**src/rtl/axis_burst_slice.sv**
```systemverilog
// Single-entry AXI-Stream register slice carrying {last, data}.
// A new word is accepted in the same cycle the held word leaves, so a
// continuous stream passes at one word per clock with one cycle of latency.
//
// Ports:
//   clk, rst_n     clock, asynchronous active-low reset
//   s_data_i       incoming word
//   s_last_i       incoming last-of-burst marker
//   s_valid_i      incoming word valid
//   s_ready_o      slice can take a word this cycle
//   m_data_o       held word
//   m_last_o       held last marker (only meaningful while m_valid_o)
//   m_valid_o      slice holds a word
//   m_ready_i      consumer takes the held word
module axis_burst_slice #(
    parameter int DATA_WIDTH = 32
) (
    input  logic                  clk,
    input  logic                  rst_n,
    input  logic [DATA_WIDTH-1:0] s_data_i,
    input  logic                  s_last_i,
    input  logic                  s_valid_i,
    output logic                  s_ready_o,
    output logic [DATA_WIDTH-1:0] m_data_o,
    output logic                  m_last_o,
    output logic                  m_valid_o,
    input  logic                  m_ready_i
);

    logic                  full_q;
    logic                  last_q;
    logic [DATA_WIDTH-1:0] data_q;

    // Ready looks through to the consumer so the slice never costs a bubble.
    assign s_ready_o = !full_q || m_ready_i;
    assign m_valid_o = full_q;
    assign m_data_o  = data_q;
    // Gate last with full so a drained slice never shows a stale marker.
    assign m_last_o  = full_q && last_q;

    always_ff @(posedge clk or negedge rst_n) begin
        if (!rst_n) begin
            full_q <= 1'b0;
            last_q <= 1'b0;
            data_q <= '0;
        end else begin
            if (s_valid_i && s_ready_o) begin
                full_q <= 1'b1;
                last_q <= s_last_i;
                data_q <= s_data_i;
            end else if (m_ready_i) begin
                full_q <= 1'b0;
            end
        end
    end

endmodule

```
**src/rtl/axis_burst_reader.sv**
```systemverilog
// Read-side controller for the stream FIFO. Drains the FIFO only in whole
// bursts of BURST_LENGTH words and marks the last word of each burst with
// m_axis_tlast. A partial fill that sits idle for TIMEOUT cycles is flushed
// as a short burst (TIMEOUT = 0 disables the flush).
//
// Ports:
//   aclk, aresetn   clock, asynchronous active-low reset
//   fifo_count      words available at the FIFO output
//   s_axis_*        FIFO output stream (tready is the pop request)
//   m_axis_*        framed burst stream to the consumer
//   busy            high while a burst is being popped
//   sts_bursts      number of bursts popped, wraps at 2**32
//
// State | meaning
// ------+---------------------------------------------------------------
// IDLE  | watch fifo_count; start a full burst or a timed-out short one
// BURST | pop exactly len words through the output slice
// GAP   | one cycle after the final pop so fifo_count can settle
module axis_burst_reader #(
    parameter int AXIS_TDATA_WIDTH = 32,
    parameter int COUNT_WIDTH      = 16,
    parameter int BURST_LENGTH     = 16,
    parameter int TIMEOUT          = 256
) (
    input  logic                        aclk,
    input  logic                        aresetn,
    input  logic [COUNT_WIDTH-1:0]      fifo_count,
    input  logic [AXIS_TDATA_WIDTH-1:0] s_axis_tdata,
    input  logic                        s_axis_tvalid,
    output logic                        s_axis_tready,
    output logic [AXIS_TDATA_WIDTH-1:0] m_axis_tdata,
    output logic                        m_axis_tvalid,
    input  logic                        m_axis_tready,
    output logic                        m_axis_tlast,
    output logic                        busy,
    output logic [31:0]                 sts_bursts
);

    localparam logic [1:0] ST_IDLE  = 2'd0;
    localparam logic [1:0] ST_BURST = 2'd1;
    localparam logic [1:0] ST_GAP   = 2'd2;

    localparam bit                     TIMEOUT_EN  = (TIMEOUT != 0);
    localparam int                     TIMER_W     = (TIMEOUT > 1) ? $clog2(TIMEOUT) : 1;
    localparam logic [TIMER_W-1:0]     TIMER_LAST  = TIMER_W'((TIMEOUT > 0) ? TIMEOUT - 1 : 0);
    localparam logic [COUNT_WIDTH-1:0] BURST_LEN_C = COUNT_WIDTH'(BURST_LENGTH);
    localparam logic [COUNT_WIDTH-1:0] ONE_C       = COUNT_WIDTH'(1);

    logic [1:0]             state_q, state_d;
    logic [COUNT_WIDTH-1:0] cnt_q, cnt_d;
    logic [TIMER_W-1:0]     timer_q, timer_d;
    logic [31:0]            sts_q, sts_d;

    logic slice_ready;
    logic slice_valid;
    logic slice_last;

    always_ff @(posedge aclk or negedge aresetn) begin
        if (!aresetn) begin
            state_q <= ST_IDLE;
            cnt_q   <= '0;
            timer_q <= '0;
            sts_q   <= '0;
        end else begin
            state_q <= state_d;
            cnt_q   <= cnt_d;
            timer_q <= timer_d;
            sts_q   <= sts_d;
        end
    end

    always_comb begin
        state_d     = state_q;
        cnt_d       = cnt_q;
        timer_d     = timer_q;
        sts_d       = sts_q;
        slice_valid = 1'b0;
        slice_last  = 1'b0;
        case (state_q)
            ST_IDLE: begin
                // A full burst wins over a timeout expiring in the same cycle.
                if (fifo_count >= BURST_LEN_C) begin
                    cnt_d   = BURST_LEN_C;
                    timer_d = '0;
                    state_d = ST_BURST;
                end else if (TIMEOUT_EN && fifo_count != '0 && timer_q == TIMER_LAST) begin
                    cnt_d   = fifo_count;
                    timer_d = '0;
                    state_d = ST_BURST;
                end else if (fifo_count == '0) begin
                    timer_d = '0;
                end else if (TIMEOUT_EN && timer_q != TIMER_LAST) begin
                    timer_d = timer_q + 1'b1;
                end
            end
            ST_BURST: begin
                slice_valid = s_axis_tvalid;
                slice_last  = (cnt_q == ONE_C);
                if (s_axis_tvalid && slice_ready) begin
                    cnt_d = cnt_q - 1'b1;
                    if (cnt_q == ONE_C) begin
                        // Burst counted at its final pop, not at consumer take.
                        state_d = ST_GAP;
                        sts_d   = sts_q + 1'b1;
                    end
                end
            end
            ST_GAP: begin
                state_d = ST_IDLE;
            end
            default: begin
                state_d = ST_IDLE;
            end
        endcase
    end

    // Pops only happen in BURST, so nothing beyond len is ever requested.
    assign s_axis_tready = (state_q == ST_BURST) && slice_ready;
    assign busy          = (state_q == ST_BURST);
    assign sts_bursts    = sts_q;

    axis_burst_slice #(
        .DATA_WIDTH(AXIS_TDATA_WIDTH)
    ) u_slice (
        .clk       (aclk),
        .rst_n     (aresetn),
        .s_data_i  (s_axis_tdata),
        .s_last_i  (slice_last),
        .s_valid_i (slice_valid),
        .s_ready_o (slice_ready),
        .m_data_o  (m_axis_tdata),
        .m_last_o  (m_axis_tlast),
        .m_valid_o (m_axis_tvalid),
        .m_ready_i (m_axis_tready)
    );

endmodule
```
**config.mk**
```make
export PLATFORM = sky130hd
export DESIGN_NAME = axis_burst_reader
export DESIGN_NICKNAME = d
export VERILOG_FILES = /design/src/rtl/axis_burst_slice.sv /design/src/rtl/axis_burst_reader.sv
export SDC_FILE = /design/constraint.sdc
export NUM_CORES = 1
export LEC_CHECK = 0
export ABC_AREA = 1
export BUFFER_PORTS_ARGS = -buffer_cell sky130_fd_sc_hd__buf_2
export CORE_MARGIN = 10
export CORE_UTILIZATION = 30
export DETAILED_ROUTE_END_ITERATION = 10
export PLACE_DENSITY = 0.59
export SYNTH_ARGS = -nofsm -noshare
export SYNTH_HDL_FRONTEND = slang
export SYNTH_HIERARCHICAL = 1
export SYNTH_SLANG_ARGS = --single-unit
```
**constraint.sdc**
```tcl
create_clock -name aclk -period 2.62 [get_ports aclk]
set_input_delay 0.786 -clock aclk [delete_from_list [all_inputs] [get_ports aclk]]
set_output_delay 0.786 -clock aclk [all_outputs]
set_load 0.02 [all_outputs]
```
==> out/qor.yml <==
status: "finished clean"
worst_pin_slew_ps: 432.9
grt_pass1_vias: 4871
pwr-share-seq_pct: 38.3
cts_made_buffers: 9
synth_top_area_cell: "dfrtp_1"
overflow: 0
rrSetupSlack_ps: 680
syn2layout_area_growth_pct: 21.16
clkPwrFrac_pct: 26.4
crit_arrival_ps: 1570
clockRootBuffer: "clkbuf_16"
setup_ws_ps: 262.1
crit_path_max_fanout: 13
antenna_found_initial: 0
drive_above_1_share_pct: 21.35
port_buffers: 119
ir_drop_mv: 0.3467
diodes: 0
place_congestion: 0.8773
power.net_switching_mw: 2.065
drt_first_pass_iters: 6
worstReg2RegStart: "sts_bursts[0]"
multi_input_area_sq_um: 2614
clkTransAtPathRegs_ps: 70
fillerInstances: 1881
cts_tree: "done"
seq_area_sq_um: 2302
fp-row-count: 48
drt-total-wl_um: 14660
slowest_stage: "dfrtp_1"
synth_fa_ha_area_share_pct: 0.9456
synth-simple-area-share_pct: 40.38
syn-cell-area_sq_um: 5293
cts_setup_buffers: 0
path_cells: "inv_2 > nand2_1 > buf_4 > nor2_1 > buf_2"
die_height_um: 152.8
cts_max_level: 3
dp_hpwl_um: 11080
cts_resized: 0
power.total_mw: 5.313
rsz0062_at_grt: "no"
via_per_inst: 4.544
max_freq_mhz: 424.1
die_w_um: 152.8
grt_pass1_wl_um: 24970
reg2reg_to: "sts_bursts[26]"
antenna_left: 0
clockBufferDepth: 2
setup-tns-final_ps: 0
dp_slack_ps: 503.5
hold_path_class: "input pin to async pin"
grt_max_degree: 44
critical_path_required_ps: 1830
skew_ps: 8.043
synth-compound-area-share_pct: 2.884
cp-start-kind: "flop"
finalHoldViolations: 0
ios: 120
synth_area_per_cell_sq_um: 7.211
clkSinkCount: 92
clock_latency_ps: 340
avgRoutedWirePerCell_um: 13.55
synth_xor_area_share_pct: 5.130
dp.cells: 1066
r2r_cells: 9
ys_seq_area_share_pct: 43.50
crit_type: "flop to primary output"
fin_nets: 908
core_area_sq_um: 17300
grt_use_total_pct: 12.59
min_period_ps: 2358
p_comb_share_pct: 35.3
ys_ff_latch: 92
syn_inst: 734
dieArea_sq_um: 23350
switching_share_pct: 38.86
final_cell_count_no_fill: 1082
syn_nets: 790
synth_top_family_by_area: "simple AND/OR/NAND/NOR gates"
slew_headroom_pct: 71.10
holdBufCountCts: 0
cp_slowest_stage_delay_ps: 400
ys.warnings.count: 6
intPower_mw: 3.248
drv_cap: 0
fin_crit_sh_pct: 89.99
worstSetupEndpointType: "primary output"
vias: 4917
post-route-drc-count: 0
drv_slew: 0
power.density_nw_per_um2: 828.6
setup_violations: 0
drt_iter0_markers: 158
p_leak_nw: 3.345
synth_mux_area_share_pct: 0
postLayoutCoreUtil_pct: 37.07
start_util_pct: 30.60
synth_top_area_share_pct: 43.50
synthTopCellsByArea: "dfrtp_1, nand2_1, nor2_1"
ys_types: 30
routing by layer:
layer | global-route usage (%) | up-vias | wire length (um)
met5 | 0 | - | 0
met4 | 2.816 | 0 | 89
met3 | 4.068 | 7 | 981
met2 | 19.13 | 136 | 6509
met1 | 16.99 | 2267 | 7082
li1 | - | 2507 | -
area by class of cell:
class                           count  share of cell area [%]
Inverter                           60                   3.512
Sequential cell                    92                   35.90
Tap cell                          225                   4.390
Clock buffer                       12                   3.844
Multi-Input combinational cell    562                   40.76
Clock inverter                      4                   1.132
Timing Repair Buffer              127                   10.46
Yosys cell counts (all sizes together):
cell type	instances
nand2	306
dfrtp	92
o22ai	3
nand4	4
buf	18
nand3	71
inv	59
a31oi	1
nor2	111
a22oi	1
xnor2	2
xor2	29
nor3	4
ha	4
o21ai	18
nand3b	2
clkinv	1
a21oi	6
clkbuf	2
sequential cells by signal, summed over array words and instances, names as in the netlist:
signal and flops:
state_q 2, u_slice/m_valid_o 1, u_slice/m_data_o 32, u_slice/last_q 1
sts_bursts 32, cnt_q 16, timer_q 8
layout by cell type, fill, tap and decap left out:
master,synthesis,layout
nand2_1,302,302
buf_2,8,118
nor2_1,94,93
dfrtp_1,92,92
nand3_1,58,58
inv_1,52,52
xor2_1,29,29
nor2_2,13,14
nand3_2,13,13
o21ai_0,11,11
clkbuf_16,0,9
buf_4,4,8
inv_2,7,7
o21ai_1,7,7
a21oi_1,6,6
nor3_1,4,4
nand4_1,4,4
ha_1,4,4
nor2_4,3,3
o22ai_1,3,3
nand2_2,2,2
nand3b_1,2,2
xnor2_1,2,2
clkbuf_1,2,2
bufinv_16,0,2
nand2_4,2,2
nor2_8,1,1
a31oi_1,1,1
a22oi_1,1,1
clkinv_1,1,1
clkbuf_8,0,1
clkinv_2,0,1
clkinvlp_4,0,1
buf_12,1,1
stage by stage:
| stage | instance area, sq um | hold slack, ps |
|---|---|---|
| after global placement | 6093 | 448.5 |
| after detailed placement | 6093 | 453.4 |
| final | 6412 | 336.0 |
| after floorplan | 5293 | 441.7 |
| after CTS | 6412 | 335.6 |
| after global routing | 6412 | 356.3 |
power groups by stage:
stage          logic (mW)  registers [mW]  clock network (mW)
2_1_floorplan        1.26            2.16                   0
5_1_grt              2.15            2.08                1.51
3_5_place_dp         1.89            2.05                   0
3_3_place_gp         1.87            2.04                   0
4_1_cts              1.90            2.03                1.46
6_report             1.88            2.03                1.40
how the worst max path moves through the flow:
stage / from / endpoint / slack [ps] / cells after the start
5_1_grt: state_q[1] / s_axis_tready / 160 / 5
3_5_place_dp: m_axis_tready / s_axis_tready / 500 / 6
4_1_cts: state_q[1] / s_axis_tready / 240 / 5
6_report: state_q[1] / s_axis_tready / 260 / 5
3_3_place_gp: m_axis_tready / s_axis_tready / 520 / 6
2_1_floorplan: m_axis_tready / s_axis_tready / 370 / 5
kinds of logic (layout without fill, tap and decap cells):
logic type | after synthesis | in the layout
AND/OR/NAND/NOR | 498 | 498
adder cells (fa/ha/maj) | 4 | 4
XOR/XNOR | 31 | 31
flip-flops | 92 | 92
buffers and inverters | 80 | 203
AO/OA/AOI/OAI | 29 | 29
worst max-delay path, delay by kind of cell, from the launching register on:
kind                   cells  cell delay, ps
buffers and inverters      3             520
DFF                        1             400
and+or+nand+nor            2             300
No activity file was read; power rests on OpenSTA's default activity.
